**src/rtl/prefetch_unit.sv**
```systemverilog
// rtl/prefetch_unit.sv - instruction prefetch stage: fetch FSM, request/grant memory port, instruction FIFO
module prefetch_unit #(
  parameter int              XLEN         = 32,
  parameter int              DEPTH        = 4,
  parameter logic [XLEN-1:0] RESET_VECTOR = '0
) (
  input  logic            i_clk,
  input  logic            i_rst,
  input  logic            i_ce,
  output logic            o_mem_req,
  output logic [XLEN-1:0] o_mem_addr,
  input  logic            i_mem_gnt,
  input  logic            i_mem_rvalid,
  input  logic [XLEN-1:0] i_mem_rdata,
  output logic            o_instr_valid,
  output logic [XLEN-1:0] o_instr,
  output logic [XLEN-1:0] o_instr_pc,
  input  logic            i_instr_ready,
  input  logic            i_redirect_valid,
  input  logic [XLEN-1:0] i_redirect_pc
);
  localparam int            AW   = (DEPTH > 1) ? $clog2(DEPTH) : 1;
  localparam int            CW   = AW + 1;
  localparam logic [CW-1:0] FULL = CW'(DEPTH);

  typedef enum logic [1:0] {S_IDLE, S_REQ, S_WAIT} state_t;

  state_t          r_state;
  logic            r_mem_req;
  logic [XLEN-1:0] r_mem_addr;
  logic [XLEN-1:0] r_fetch_pc;
  logic            r_discard;

  logic [XLEN-1:0] r_fifo_pc    [DEPTH];
  logic [XLEN-1:0] r_fifo_instr [DEPTH];
  logic [AW-1:0]   r_rd_ptr;
  logic [AW-1:0]   r_wr_ptr;
  logic [CW-1:0]   r_count;

  logic            w_redirect;
  logic            w_push;
  logic            w_pop;
  logic [CW-1:0]   w_count_next;
  logic            w_credit_next;
  logic [XLEN-1:0] w_redirect_pc;

  // A redirect wins over both push and pop; the response returned in the
  // redirect cycle belongs to the old stream and is dropped.
  assign w_redirect    = i_ce & i_redirect_valid;
  assign w_redirect_pc = i_redirect_pc & ~XLEN'(3);
  assign w_push        = i_ce & (r_state == S_WAIT) & i_mem_rvalid & ~r_discard & ~i_redirect_valid;
  assign w_pop         = i_ce & (r_count != '0) & i_instr_ready & ~i_redirect_valid;
  assign w_count_next  = w_redirect ? '0 : (r_count + CW'(w_push) - CW'(w_pop));
  // Occupancy after this edge decides whether the next request may be issued,
  // so the response it brings back always has a free slot.
  assign w_credit_next = (w_count_next < FULL);

  // Fetch FSM: one outstanding request at a time, address held until granted
  always_ff @(posedge i_clk or posedge i_rst) begin
    if (i_rst) begin
      r_state    <= S_IDLE;
      r_mem_req  <= 1'b0;
      r_mem_addr <= RESET_VECTOR;
      r_fetch_pc <= RESET_VECTOR;
      r_discard  <= 1'b0;
    end else if (i_ce) begin
      if (i_redirect_valid) begin
        r_fetch_pc <= w_redirect_pc;
      end
      case (r_state)
        S_IDLE: begin
          // A redirect here only reloads fetch_pc; the request starts next cycle.
          if (!i_redirect_valid && (r_count < FULL)) begin
            r_state    <= S_REQ;
            r_mem_req  <= 1'b1;
            r_mem_addr <= r_fetch_pc;
          end
        end
        S_REQ: begin
          // The pending request cannot be withdrawn; mark its response stale.
          if (i_redirect_valid) begin
            r_discard <= 1'b1;
          end
          if (i_mem_gnt) begin
            r_state   <= S_WAIT;
            r_mem_req <= 1'b0;
            if (!i_redirect_valid && !r_discard) begin
              r_fetch_pc <= r_fetch_pc + XLEN'(4);
            end
          end
        end
        S_WAIT: begin
          if (i_mem_rvalid) begin
            r_discard <= 1'b0;
            if (w_credit_next) begin
              r_state    <= S_REQ;
              r_mem_req  <= 1'b1;
              r_mem_addr <= i_redirect_valid ? w_redirect_pc : r_fetch_pc;
            end else begin
              r_state <= S_IDLE;
            end
          end else if (i_redirect_valid) begin
            r_discard <= 1'b1;
          end
        end
        default: begin
          r_state   <= S_IDLE;
          r_mem_req <= 1'b0;
        end
      endcase
    end
  end

  // Instruction FIFO: {pc, instr} pairs, flushed by redirect
  always_ff @(posedge i_clk or posedge i_rst) begin
    if (i_rst) begin
      for (int i = 0; i < DEPTH; i++) begin
        r_fifo_pc[i]    <= RESET_VECTOR;
        r_fifo_instr[i] <= '0;
      end
      r_rd_ptr <= '0;
      r_wr_ptr <= '0;
      r_count  <= '0;
    end else if (i_ce) begin
      if (i_redirect_valid) begin
        r_rd_ptr <= '0;
        r_wr_ptr <= '0;
      end else begin
        if (w_push) begin
          r_fifo_pc[r_wr_ptr]    <= r_mem_addr;
          r_fifo_instr[r_wr_ptr] <= i_mem_rdata;
          r_wr_ptr               <= r_wr_ptr + AW'(1);
        end
        if (w_pop) begin
          r_rd_ptr <= r_rd_ptr + AW'(1);
        end
      end
      r_count <= w_count_next;
    end
  end

  assign o_mem_req     = r_mem_req;
  assign o_mem_addr    = r_mem_addr;
  assign o_instr_valid = (r_count != '0);
  assign o_instr       = r_fifo_instr[r_rd_ptr];
  assign o_instr_pc    = r_fifo_pc[r_rd_ptr];

endmodule

```
**config.mk**
```make
export PLATFORM = sky130hd
export DESIGN_NAME = prefetch_unit
export DESIGN_NICKNAME = d
export VERILOG_FILES = /design/src/rtl/prefetch_unit.sv
export SDC_FILE = /design/constraint.sdc
export NUM_CORES = 1
export LEC_CHECK = 0
export CORE_MARGIN = 8
export CORE_UTILIZATION = 50
export DETAILED_ROUTE_END_ITERATION = 16
export GPL_ROUTABILITY_DRIVEN = 0
export GPL_TIMING_DRIVEN = 0
export HOLD_SLACK_MARGIN = 0.12
export PLACE_DENSITY = 0.72
export SLEW_MARGIN = 20
export SYNTH_ARGS = -nofsm -noshare
export SYNTH_HDL_FRONTEND = slang
export SYNTH_SLANG_ARGS = --single-unit
```
**constraint.sdc**
```tcl
create_clock -name i_clk -period 18.3 [get_ports i_clk]
set_input_delay 1.83 -clock i_clk [delete_from_list [all_inputs] [get_ports i_clk]]
set_output_delay 1.83 -clock i_clk [all_outputs]
set_load 0.005 [all_outputs]
```
==> results of run 1 <==
==> routing by layer <==
layer / track usage / vias to the layer above
met5: 0 / -
met2: 0.338 / 357
met4: 0.0561 / 0
met1: 0.284 / 5064
met3: 0.0379 / 62
li1: - / 4492
==> cells in the mapped netlist (4+ instances only) <==
cell,count
clkbuf_1,26
buf_2,34
or3_1,5
nor3_1,5
and2_1,4
ha_1,11
mux2i_1,32
nand2_1,68
mux4_2,64
a21oi_1,42
nand3_1,16
and3_1,4
mux2_1,16
o21ai_0,48
o22ai_1,15
a41oi_1,4
nand4_1,6
a21o_1,4
nand2_2,4
inv_1,16
mux2_2,240
nor2_1,36
dfrtp_1,331
==> state kept, by name (all words and copies together) (netlist names) <==
register / cells
o_mem_addr: 32
o_mem_req: 1
r_count: 3
r_discard: 1
r_fetch_pc: 32
r_fifo_instr: 128
r_fifo_pc: 128
r_rd_ptr: 2
r_state: 2
r_wr_ptr: 2
==> power by group through the flow <==
stage	clock network [W]	logic [W]	registers, W
floorplan	0	0.000348	0.000980
global placement	0	0.000634	0.00102
detailed placement	0	0.000648	0.00103
CTS	0.000768	0.000653	0.00102
global route	0.000798	0.000701	0.00104
finish	0.000747	0.000641	0.00102
==> kinds of logic (layout without fill, tap and decap cells) <==
logic type / after synthesis / after routing / synth area share
adders and majority gates: 12 / 12 / 0.0104
AOI/OAI and AO/OA: 145 / 145 / 0.0576
muxes: 352 / 352 / 0.306
and+or+nand+nor: 174 / 174 / 0.0572
xor gates and xnor gates: 2 / 2 / 0.00115
DFF: 331 / 331 / 0.545
buffers and inverters: 80 / 310 / 0.0228
==> final cells by class <==
cell class	count	area [µm²]	area share
clock inverters	13	179	0.00959
repair buffers	168	1730	0.0929
multi-input cells	685	6560	0.352
flip-flops and latches	331	8280	0.444
clock buffers	49	1050	0.0563
well taps	396	495	0.0266
inverters	16	67.6	0.00362
plain buffers	64	287	0.0154
==> through the flow <==
stage	worst slack [ns]	total power [W]	instance area (µm²)	util	hold slack, ns
detailed placement	12.55	0.00168	17400	0.576	0.473
global placement	3.37	0.00165	17300	0.573	0.468
global route	12.69	0.00254	18700	0.616	0.507
CTS	13.08	0.00244	18700	0.616	0.490
finish	13.01	0.00240	18700	0.616	0.486
floorplan	7.30	0.00133	15200	-	0.453
==> critical path, stage by stage <==
cell	delay (ns)
clkdlybuf4s50_1	0.60
clkbuf_1	0.39
nand3_1	0.21
nor2_1	0.17
ha_1	0.25
inv_1	0.06
ha_1	0.13
inv_1	0.04
fa_1	0.37
xnor2_1	0.30
xnor2_1	0.22
a311o_1	0.22
buf_2	0.21
clkbuf_1	0.45
o21ai_0	0.18
==> how the worst min path moves through the flow <==
stage	from	end	slack, ns	depth (start not counted)
floorplan	r_fetch_pc[0]$_DFFE_PP0P_	r_fetch_pc[0]$_DFFE_PP0P_	0.45	1
global placement	r_fifo_pc[30]$_DFFE_PP0P_	r_fifo_pc[30]$_DFFE_PP0P_	0.47	1
detailed placement	r_fetch_pc[1]$_DFFE_PP0P_	r_fetch_pc[1]$_DFFE_PP0P_	0.47	1
CTS	r_fetch_pc[0]$_DFFE_PP0P_	r_fetch_pc[0]$_DFFE_PP0P_	0.49	1
global route	r_fifo_pc[30]$_DFFE_PP0P_	r_fifo_pc[30]$_DFFE_PP0P_	0.51	1
finish	r_fifo_pc[48]$_DFFE_PP0P_	r_fifo_pc[48]$_DFFE_PP0P_	0.49	1
==> impl_metrics.toml, run 1 <==
[outcome]
status = "complete, no violations"

[route]
routed_via_density = 5.79
wl_met2_mm = 17.6
first_pass_iters = 5
wl_met1_mm = 16.1
highest_layer = "met4"
drt_wl_total_mm = 36.8
dr_wl_met3_mm = 2.29
drc = 0
drt_iter0_drc = 586
wl_per_cell_um = 21.4
final_antenna_net_count = 0
vias = 9975

[timing]
post-route-period-util = 0.289
max_freq_ghz = 0.189
setup_tns_ns = 0
rsz0062_at_grt = "false"
fin_skew_ns = 0.0176
worst_pin_slew_ns = 0.972
finalSetupViolations = 0
final.min_clock_period_ns = 5.29
maxSlewHeadroom = 0.347
slew_viol_final = 0
hold_violations = 0

[synth]
synthDominantCellAreaShare = 0.545
syn_avg_cell_area_um2 = 13.9
yosysTopAreaCell = "dfrtp_1"
synthTopCellsByArea = "dfrtp_1 (55%), mux2_2 (18%), mux4_2 (9.5%)"
yosysUniqueCellTypes = 63
synth_seq_cells = 331
async_reset_ff_frac = 1.00
synth-main-ff-cell = "dfrtp_1"
ys_seq_area_frac = 0.545
ys_warn_count = 0
synthesis.area_um2 = 15200
synth-edff-count = 0
syn_inst = 1096
synth.net_count = 1179

[run]
timing.max_cap.violations = 0

[layout]
most-common-layout-cells = "dfrtp_1 (331), mux2_2 (240), clkdlybuf4s50_1 (165)"
num-fill-cells = 2374
diodes = 0
final_common_cell = "dfrtp_1"
instances_no_fill = 1722
area_delta_synth_final_pct = 22.8
fin_nets = 1386
drive_above_1_share = 0.316

[worst_setup_path]
path_class = "input pin to register"
worstPathRequired_ns = 18.67
critPathArrivalTime_ns = 5.66
startpoint_type = "input pin"
worst_r2r_endpoint = "o_mem_addr[3]$_DFFE_PP0P_"
worstSetupStartpoint = "i_ce"
r2r_cells = 18
cp_max_fo = 10
timing.rr.start = "r_state[0]$_DFFE_PP0P_"
critPathCaptureType = "register"
r2r_slack_ns = 14.19
crit_end = "o_mem_addr[3]$_DFFE_PP0P_"

[cts]
holdBufCountCts = 0
clockRootBuffer = "clkbuf_16"
cts_setup_buffers = 0
cts.sinks = 331
cts_max_level = 2
clock_insertion_delay_worst_skew_ns = 0.51
cts_tree = "built"
cts_resized = 0
clock_path_buffers = 3
numCtsBuffers = 37
cts.clk_slew.worst_paths_ns = 0.06

[floorplanning]
ios = 169
initial_core_util = 0.502
core-area_um2 = 30300
std_cell_rows = 64
die_height_um = 190
die_w_um = 190
dieArea_um2 = 36200

[pwr]
vdd_drop_max_mv = 0.0584
clkPwrFrac = 0.311
sw_frac_of_total = 0.283
netSwitchingPower_w = 0.000680
power_density_nw_per_um2 = 129
p_int_w = 0.00172
pwr-share-comb = 0.267
cellLeakagePower_nw = 8.77
pwr-share-seq = 0.423

[min_path]
hold_class = "register to register"

[global_route]
antenna_found_initial = 0
gr-total-overflow = 0
grt.total_usage = 0.208
grt_max_degree = 106
first_global_vias = 10700
grt_pass1_wl_mm = 60.1

[placed_design]
dpl.hpwl_mm = 25.8
port_buffers = 165
placed_cells = 1660
(Power assumes the default switching activity.)
==> inputs of run 2 (changes only) <==
clock period = 5.03 ns   (was 18.3 ns; I/O delays follow)
==> run 2 against run 1 <==
Net effect:
- non-clock buffer count is 9 higher
- wire length is 0.16% higher
- critical path depth increased by 4
- global-route usage down 0.18 points
- via count up 1.4%
- power rose to 3.6 times the previous value
- final area rose by 0.74%
- clock-buffer cell count grew 2
==> impl_metrics.toml, run 2 (synthesis gave the netlist of run 1 again) <==
[cts]
clock_insertion_delay_worst_skew_ns = 0.50
cts.sinks = 331
clock_path_buffers = 3
numCtsBuffers = 37
cts_resized = 0
holdBufCountCts = 0
cts_tree = "built"
cts.clk_slew.worst_paths_ns = 0.06
cts_max_level = 2
cts_setup_buffers = 0
clockRootBuffer = "clkbuf_16"

[worst_setup_path]
timing.rr.start = "r_state[0]$_DFFE_PP0P_"
worstPathRequired_ns = 5.44
crit_slowest_cell = "clkbuf_1"
r2r_cells = 19
r2r_slack_ns = 0.71
critPathCaptureType = "register"
critPathTopFamily = "buffers and inverters"
cp.buffers_inverters = 7
max_stage_delay_ns = 0.56
cpMostUsedCell = "inv_1"
startpoint_type = "register"
worst_r2r_endpoint = "o_mem_addr[3]$_DFFE_PP0P_"
path_class = "register to register"
cp_max_fo = 10
critPathArrivalTime_ns = 4.73
path_cells = "inv_1 > ha_1 > buf_2 > nand2_1 > or2_2 > nor2_4 > inv_1 > ha_1 > inv_1 > ha_1 > inv_1 > fa_1 > xnor2_1 > xnor2_1 > a311o_1 > buf_2 > clkbuf_1 > nand2_1 > o21ai_0"

[floorplanning]
initial_core_util = 0.502
die_height_um = 190
ios = 169
core-area_um2 = 30300
dieArea_um2 = 36200
die_w_um = 190
std_cell_rows = 64

[pwr]
pwr-share-seq = 0.426
power_density_nw_per_um2 = 461
clkPwrFrac = 0.303
p_total_w = 0.00867
p_int_w = 0.00621
vdd_drop_max_mv = 0.205
netSwitchingPower_w = 0.00246
cellLeakagePower_nw = 8.83
pwr-share-comb = 0.271
sw_frac_of_total = 0.284

[timing]
final.min_clock_period_ns = 4.32
fin_skew_ns = 0.0113
worst_pin_slew_ns = 0.886
maxSlewHeadroom = 0.405
finalSetupViolations = 0
rsz0062_at_grt = "false"
setup_tns_ns = 0
hold_violations = 0
max_freq_ghz = 0.232
post-route-period-util = 0.859
slew_viol_final = 0

[run]
timing.max_cap.violations = 0

[route]
first_pass_iters = 5
wl_per_cell_um = 21.3
drt_iter0_drc = 593
drt_wl_total_mm = 36.9
final_antenna_net_count = 0
routed_via_density = 5.84
vias = 10100
drc = 0

[placed_design]
dpl.hpwl_mm = 26.5
port_buffers = 165

[layout]
regArea_um2 = 8280
final_util = 0.621
multi_input_area_um2 = 6560
area_delta_synth_final_pct = 23.7
diodes = 0
final_common_cell = "dfrtp_1"
fin_nets = 1395
reg_top3 = "r_fifo_instr x128, r_fifo_pc x128"
drive_above_1_share = 0.319
most-common-layout-cells = "dfrtp_1 (331), mux2_2 (240), clkdlybuf4s50_1 (165)"
num-fill-cells = 2309

[global_route]
first_global_vias = 10700
gr-total-overflow = 0
grt_pass1_wl_mm = 59.8
grt_max_degree = 35
antenna_found_initial = 0
grt.total_usage = 0.206

[min_path]
hold_class = "input pin to asynchronous set/reset pin"

[outcome]
status = "complete, no violations"
==> run 2: changes by cell type in the layout (fill, tap and decap cells not counted), moves of 2 or more <==
cell,before,now
clkinv_2,5,8
buf_12,0,8
clkbuf_8,8,6
clkbuf_1,30,34
==> run 2: power by group through the flow <==
stage                     Clock (W)  Combinational (W)  Sequential [W]
after floorplan                   0            0.00127         0.00357
after global placement            0            0.00231         0.00371
after detailed placement          0            0.00238         0.00373
after CTS                   0.00269            0.00239         0.00369
after global routing        0.00280            0.00256         0.00378
final                       0.00263            0.00235         0.00370
==> run 2: metrics by stage <==
stage	area (µm²)	setup slack, ns	std cells	hold slack (ns)
finish	18800	0.711	1733	0.414
CTS	18800	0.748	1733	0.414
floorplan	15200	0.106	1096	0.453
global route	18800	0.431	1733	0.451
global placement	17300	-2.15	1657	0.469
detailed placement	17600	0.490	1669	0.471
==> run 2: how the worst max path moves through the flow <==
stage | start | end | slack, ns | depth (start not counted)
final | r_state[0]$_DFFE_PP0P_ | o_mem_addr[3]$_DFFE_PP0P_ | 0.71 | 19
after floorplan | i_rst | o_mem_addr[0]$_DFFE_PP0P_ | 0.11 | 1
after global placement | i_rst | r_fifo_instr[94]$_DFFE_PP0P_ | -2.15 | 2
after global routing | r_state[0]$_DFFE_PP0P_ | o_mem_addr[8]$_DFFE_PP0P_ | 0.43 | 19
after CTS | r_state[0]$_DFFE_PP0P_ | o_mem_addr[3]$_DFFE_PP0P_ | 0.75 | 19
after detailed placement | i_ce | o_mem_addr[3]$_DFFE_PP0P_ | 0.49 | 16
==> run 2: metal layers <==
metal,global-route usage,part of all wire,vias up
li1,-,-,4503
met1,0.283,0.44,5196
met2,0.338,0.48,352
met3,0.0349,0.059,64
met4,0.0513,0.023,0
met5,0,0,-
==> run 2: final cells by class <==
| cell class | count | area share |
|---|---|---|
| flip-flops and latches | 331 | 0.441 |
| multi-input cells | 685 | 0.349 |
| repair buffers | 177 | 0.102 |
| clock buffers | 51 | 0.0552 |
| well taps | 396 | 0.0264 |
| plain buffers | 64 | 0.0152 |
| clock inverters | 13 | 0.00779 |
| inverters | 16 | 0.00339 |
